$ cat config.mk
export PLATFORM = sky130hd
export DESIGN_NAME = fetch_pc
export DESIGN_NICKNAME = d
export VERILOG_FILES = /design/src/rtl/fetch_pc.sv
export SDC_FILE = /design/constraint.sdc
export NUM_CORES = 1
export LEC_CHECK = 0
export ABC_CLOCK_PERIOD_IN_PS = 4100
export BUFFER_PORTS_ARGS = -buffer_cell sky130_fd_sc_hd__buf_2
export CAP_MARGIN = 10
export CORE_MARGIN = 5
export CORE_UTILIZATION = 40
export CTS_CLUSTER_SIZE = 24
export DETAILED_ROUTE_END_ITERATION = 16
export PLACE_DENSITY = 0.7
export SLEW_MARGIN = 15
export SYNTH_ARGS = -nofsm -noshare
export SYNTH_HDL_FRONTEND = slang
export SYNTH_SLANG_ARGS = --single-unit
export TNS_END_PERCENT = 20
$ cat constraint.sdc
create_clock -name clk -period 4.1 [get_ports clk]
set_clock_uncertainty 0.2 [all_clocks]
set_input_delay 0.41 -clock clk [delete_from_list [all_inputs] [get_ports clk]]
set_output_delay 0.41 -clock clk [all_outputs]
set_load 0.1 [all_outputs]
$ cat src/rtl/fetch_pc.sv
// Fetch program counter: branch/jump resolution, exception entry/return,
// and a one-entry buffer holding a redirect that arrived during a stall.
module fetch_pc #(
  parameter int unsigned      WIDTH      = 32,
  parameter logic [WIDTH-1:0] RESET_PC   = WIDTH'(32'h0000_3000),
  parameter logic [WIDTH-1:0] EXC_VECTOR = WIDTH'(32'h0000_4180),
  parameter bit               DELAY_SLOT = 1'b0
) (
  input  logic             clk,
  input  logic             reset,
  input  logic             stall,
  input  logic [2:0]       br_type,
  input  logic [WIDTH-1:0] rs_val,
  input  logic [WIDTH-1:0] rt_val,
  input  logic [15:0]      imm16,
  input  logic [25:0]      idx26,
  input  logic [WIDTH-1:0] pc4_d,
  input  logic             exc_req,
  input  logic             eret,
  output logic [WIDTH-1:0] epc,
  output logic [WIDTH-1:0] pc,
  output logic [WIDTH-1:0] pc4,
  output logic             redirect,
  output logic             link_we,
  output logic [WIDTH-1:0] link_val,
  output logic             pend_valid
);

  localparam logic [2:0] BR_NONE   = 3'd0;
  localparam logic [2:0] BR_BEQ    = 3'd1;
  localparam logic [2:0] BR_BNE    = 3'd2;
  localparam logic [2:0] BR_BGEZ   = 3'd3;
  localparam logic [2:0] BR_BGEZAL = 3'd4;
  localparam logic [2:0] BR_J      = 3'd5;
  localparam logic [2:0] BR_JAL    = 3'd6;
  localparam logic [2:0] BR_JR     = 3'd7;

  localparam logic [WIDTH-1:0] FOUR = WIDTH'(4);

  typedef enum logic {
    RUN  = 1'b0,
    PEND = 1'b1
  } state_t;

  state_t           state_q;
  state_t           state_d;
  logic [WIDTH-1:0] pc_d;
  logic [WIDTH-1:0] epc_d;
  logic [WIDTH-1:0] tgt_q;
  logic [WIDTH-1:0] tgt_d;

  logic             taken;
  logic [WIDTH-1:0] target;
  logic [WIDTH-1:0] b_tgt;
  logic [WIDTH-1:0] j_tgt;

  assign b_tgt      = pc4_d + {{(WIDTH-18){imm16[15]}}, imm16, 2'b00};
  assign j_tgt      = {pc4_d[WIDTH-1:28], idx26, 2'b00};
  assign pc4        = pc + FOUR;
  assign redirect   = taken;
  assign pend_valid = (state_q == PEND);

  // Branch condition evaluation, target select and link generation
  always_comb begin
    taken    = 1'b0;
    target   = b_tgt;
    link_we  = 1'b0;
    link_val = DELAY_SLOT ? (pc4_d + FOUR) : pc4_d;
    case (br_type)
      BR_NONE:   taken = 1'b0;
      BR_BEQ:    taken = (rs_val == rt_val);
      BR_BNE:    taken = (rs_val != rt_val);
      BR_BGEZ:   taken = ~rs_val[WIDTH-1];
      BR_BGEZAL: begin
        taken   = ~rs_val[WIDTH-1];
        link_we = 1'b1;
      end
      BR_J: begin
        taken  = 1'b1;
        target = j_tgt;
      end
      BR_JAL: begin
        taken   = 1'b1;
        target  = j_tgt;
        link_we = 1'b1;
      end
      BR_JR: begin
        taken  = 1'b1;
        target = rs_val;
      end
      default: taken = 1'b0;
    endcase
  end

  // Next PC / EPC / pending-target selection in priority order
  always_comb begin
    state_d = state_q;
    pc_d    = pc;
    epc_d   = epc;
    tgt_d   = tgt_q;
    if (exc_req) begin
      pc_d    = EXC_VECTOR;
      epc_d   = pc;
      state_d = RUN;
    end else if (eret) begin
      pc_d    = epc;
      state_d = RUN;
    end else if (stall) begin
      // Latest taken redirect seen during the stall wins
      if (taken) begin
        tgt_d   = target;
        state_d = PEND;
      end
    end else if (state_q == PEND) begin
      // A redirect arriving together with the pending load is dropped
      pc_d    = tgt_q;
      state_d = RUN;
    end else if (taken) begin
      pc_d = target;
    end else begin
      pc_d = pc4;
    end
  end

  // State, PC, EPC and pending-target registers
  always_ff @(posedge clk or posedge reset) begin
    if (reset) begin
      state_q <= RUN;
      pc      <= RESET_PC;
      epc     <= '0;
      tgt_q   <= '0;
    end else begin
      state_q <= state_d;
      pc      <= pc_d;
      epc     <= epc_d;
      tgt_q   <= tgt_d;
    end
  end

endmodule

# --- After elaboration in Yosys (flattened, before gate mapping) ---
# Index checks and enable logic that the tools add are counted.
classes:
  addsub: 2
  n_eq_ne: 11
  mux: 12
  bitwise_logic: 3
  n_reduce_logical: 6
op_table:
  columns: ["op", "n"]
  rows:
  - ["32-bit two-way mux", 5]
  - ["32-bit case mux with 2 select lines", 1]
  - ["32-bit by 3-bit adder with 32-bit output, second input constant", 1]
  - ["32-bit adder", 1]
  - ["32-bit == test", 1]
  - ["32-bit inequality test", 1]
  - ["3-bit == test, second input constant", 4]
  - ["3-bit by 2-bit == test with 1-bit output, second input constant", 2]
  - ["2-bit OR reduction", 3]
  - ["1-bit two-way mux", 5]
  - ["1-bit case mux with 5 select lines", 1]
  - ["4-bit by 1-bit inequality test with 1-bit output, second input constant", 1]
  - ["4-bit AND reduction", 1]
  - ["3-bit by 1-bit == test with 1-bit output, second input constant", 1]
  - ["3-bit zero test", 1]
  - ["3-bit by 1-bit inequality test with 1-bit output, second input constant", 1]
  - ["1-bit inverter", 3]
  - ["3-bit OR reduction", 1]
totals:
  ff_bits: 97
  in_bits: 146
  word_cells: 38

# --- Logic depth before layout (Yosys ltp) ---
depth:
  depth_word: 8
  depth_mapped: 12
  mapped_depth_nobuf: 12

# --- Least setup slack after synthesis ---
# No wires, ideal clock.
synth_timing:
  path_kind: "reg-to-reg"
  from: "reg pc[6]"
  to: "reg pc[25]"
  setup_time_ns: 0.095
  arrival_ns: 4.522
  required_time_ns: 3.805
  path_slack_ns: -0.717
  path_stages_with_launch: 11
  path_cell_list: "dfrtp_1 and3_1 nand3_1 or2_1 clkbuf_1 or2_1 nor2_2 nand2_1 xnor2_1 o221ai_1 a211oi_1"
synth_via:
  elab_chain_cells: 6
synth_lines:
  columns: ["item", "line", "text"]
  rows:
  - ["start, declared", "21", "output logic [WIDTH-1:0] pc,"]
  - ["start signal, assigned", "134", "pc <= pc_d;"]
  - ["32-bit by 3-bit adder with 32-bit output", "59", "assign pc4 = pc + FOUR;"]
  - ["via pc4[25]", "22", "output logic [WIDTH-1:0] pc4,"]
  - ["32-bit two-way mux", "118", "end else if (taken) begin"]
  - ["32-bit two-way mux", "114", "end else if (state_q == PEND) begin"]
  - ["32-bit two-way mux", "108", "end else if (stall) begin"]
  - ["32-bit two-way mux", "105", "end else if (eret) begin"]
  - ["32-bit two-way mux", "101", "if (exc_req) begin"]
# The timed path passes the listed nets, and every way through them passes these cells. The select of a mux whose other input is x is not followed.
# A chain may end at the register's enable or synchronous reset.

# --- Worst setup path in the final report ---
layout_timing:
  from: "reg pc[3]"
  to: "out pc4[26]"
layout_via:
  elab_chain_cells: 1
layout_lines:
  columns: ["item", "line"]
  rows:
  - ["32-bit by 3-bit adder with 32-bit output", "59"]
  - ["end, declared", "22"]
# Every way passes these cells.

==> impl_metrics.toml <==
[run_status]
status = "completed"

[placement]
dp_hpwl_mm = 24.2
placed_area_mm2 = 0.00947
placed_cells = 1446
placement.io_buffers = 276
routabilityCongestion = 0.919

[power_and_ir_drop]
intPower_w = 0.00211
power_frac_comb = 0.454
seq_power_share = 0.311
p_switching_w = 0.00184
powerDensity_mw_per_mm2 = 403
power.leakage_nw = 4.79
clkPwrFrac = 0.235
sw_frac_of_total = 0.466
ir_drop_mv = 0.207

[critical_path]
r2r-end = "pc[31]"
max_stage_delay_ps = 490
cp.arrival_ps = 2940
critical_path_buf_inv_count = 1
cp_slowest_cell = "buf_2"
worstPathMaxFanout = 6
cp-start-kind = "register"
path_cells = "ha_1 > nand4_1 > nor2_1 > nand3_1 > nor2_1 > nand3_1 > xnor2_1 > buf_2"
cp-end-kind = "primary output"
required_ps = 3490
cp_top_family = "simple AND/OR/NAND/NOR gates"
critPathKind = "register to primary output"
reg2regPathDepth = 10
rrSetupSlack_ps = 1310
r2r_start = "pc[2]"

[finish]
layout-drive-gt1-share = 0.308
fin_nets = 1364
stdcell_area_mm2 = 0.00980
fin_cells = 1462
n_antenna_cell = 0
syn2layout_area_growth_pct = 21.3

[synth]
synth_cells = 976
synth-edff-count = 0
ys_seq_elements = 97
synth_area_per_cell_um2 = 8.28
synth.largest_area_cell = "dfrtp_1"
synth_fp_nets = 1153
ys.flop_type = "dfrtp_1"
synth_top_area_frac = 0.294
yosysUniqueCellTypes = 71
ys_warn_count = 0
synth_area_leaders = "dfrtp_1 (29%), mux2_2 (5.6%), xor2_1 (5.2%)"
synth_area_mm2 = 0.00808
ys_seq_area_frac = 0.301
async_reset_ff_frac = 1.00

[worst_hold_path]
hp-class = "input pin to async pin"

[route]
finalWirelength_mm = 30.4
drt_first_iter_violations = 629
vias_per_cell = 5.70
detail-route-antenna-nets = 0
drt_pass1_iterations = 5
wire_per_inst_um = 20.8
num_vias = 8340
drc_errors = 0

[floorplanning]
ios = 277
rows = 52
die-area_mm2 = 0.0231
start_util = 0.403
die_h_um = 152
core_area_mm2 = 0.0200
die_width_um = 152

[clock_tree]
hold_buffers = 0
cts_resized = 0
clk_path_buf_depth = 2
cts_setup_buffers = 0
cts_tree = "yes"
clkLatencyLatePin_ps = 350
cts_root_buf = "clkbuf_16"
htree_levels = 3
cts.sinks = 97
cts_buffers = 9
clk_pin_slew_worst_paths_ps = 70

[global_routing]
antenna_found_initial = 2
grt_max_degree = 74
globalRoute.totalOverflow = 0
grt_pass1_vias = 8125
grt_util_all_layers = 0.254
grt_first_pass_wirelength_mm = 46.9

[sta]
slew_violations = 0
max_freq_mhz = 281
worstMarginPinSlew_ps = 1110
finalHoldViolCount = 0
relSlewSlack = 0.263
setup_viol = 0
final.period_utilization = 0.866
period_needed_ps = 3550
rsz0062_at_grt = "no"

[flow_run]
cap_viol_max_count = 0
-- cells in the mapped netlist (14+ instances only) --
cell type / n
xor2_1: 48
mux2i_1: 26
nand3_1: 30
a211oi_1: 15
clkbuf_1: 41
inv_1: 30
ha_1: 30
nor2_1: 71
nand2_1: 107
buf_4: 34
mux2_2: 40
o21ai_0: 75
and3_1: 14
xnor2_1: 32
a21oi_1: 83
dfrtp_1: 95
-- layout make-up --
type | count | area [um2]
clock inverters | 6 | 90.1
repair buffers | 293 | 1510
fillers | 2017 | 10200
well taps | 270 | 338
inverters | 31 | 119
clock buffers | 10 | 239
flip-flops and latches | 97 | 2430
multi-input cells | 755 | 5070
-- power groups by stage --
stage               sequential (W)  combinational [W]  clock (W)
finish                     0.00123            0.00179   0.000929
global route               0.00125            0.00190   0.000995
CTS                        0.00122            0.00179   0.000945
detailed placement         0.00124            0.00179          0
global placement           0.00124            0.00177          0
floorplan                  0.00162           0.000986          0
-- through the flow --
step	TNS (ps)	util	power, W	hold slack [ps]	worst slack, ps
CTS	0	0.489	0.00396	113	563
global route	0	0.489	0.00414	139	386
finish	0	0.489	0.00395	57.7	548
floorplan	-4860	-	0.00260	239	-409
global placement	0	0.472	0.00300	259	662
detailed placement	0	0.472	0.00303	270	581
-- kinds of logic after synthesis --
group	share of synthesized area
multiplexers	0.0880
XOR/XNOR	0.0867
AND/OR/NAND/NOR	0.164
buffers and inverters	0.0756
AO/OA/AOI/OAI	0.236
flip-flops	0.301
adder cells (fa/ha/maj)	0.0489
-- state kept, by name, summed over array words and instances, names as in the netlist --
signal,count
epc,32
tgt_q,32
pend_valid,1
pc,32
-- metal layers --
metal,global-route usage,routed length [um],vias to the layer above
li1,-,-,3908
met2,0.399,13800,400
met4,0.0753,813,4
met3,0.0515,2410,50
met5,0,14,-
met1,0.355,13400,3978
-- placed cells by master (no fill, tap or decap), types with 3 or more instances in the layout --
cell / n
nand2b_1: 8
a21oi_1: 83
a221o_1: 10
xnor2_2: 4
a211o_1: 3
a22oi_1: 6
clkbuf_16: 9
o21a_1: 10
a211oi_1: 15
buf_2: 276
mux2i_1: 26
o31a_1: 5
ha_1: 30
xor2_1: 48
and3_1: 14
o211ai_1: 7
a221oi_1: 9
o21bai_1: 8
and2_1: 5
xnor2_1: 28
buf_4: 17
or3_1: 6
a21o_1: 10
nor4_1: 9
nand3_1: 30
nor2b_1: 7
a31oi_1: 7
o21ai_0: 75
dfrtp_1: 95
nor2_1: 71
mux2_2: 40
nand4_1: 12
nor3_1: 8
a222oi_1: 5
a22o_1: 9
inv_1: 29
nand2_1: 107
-- worst max path at each step --
| stage | from | endpoint | cells after the start |
|---|---|---|---|
| floorplan | pc[2] | pc[26] | 9 |
| global placement | pc4_d[2] | pc[24] | 13 |
| detailed placement | pc4_d[2] | pc[24] | 13 |
| CTS | pc[3] | pc4[26] | 8 |
| global route | pc[2] | pc4[31] | 8 |
| finish | pc[3] | pc4[26] | 8 |
No activity file was read; power rests on OpenSTA's default activity.
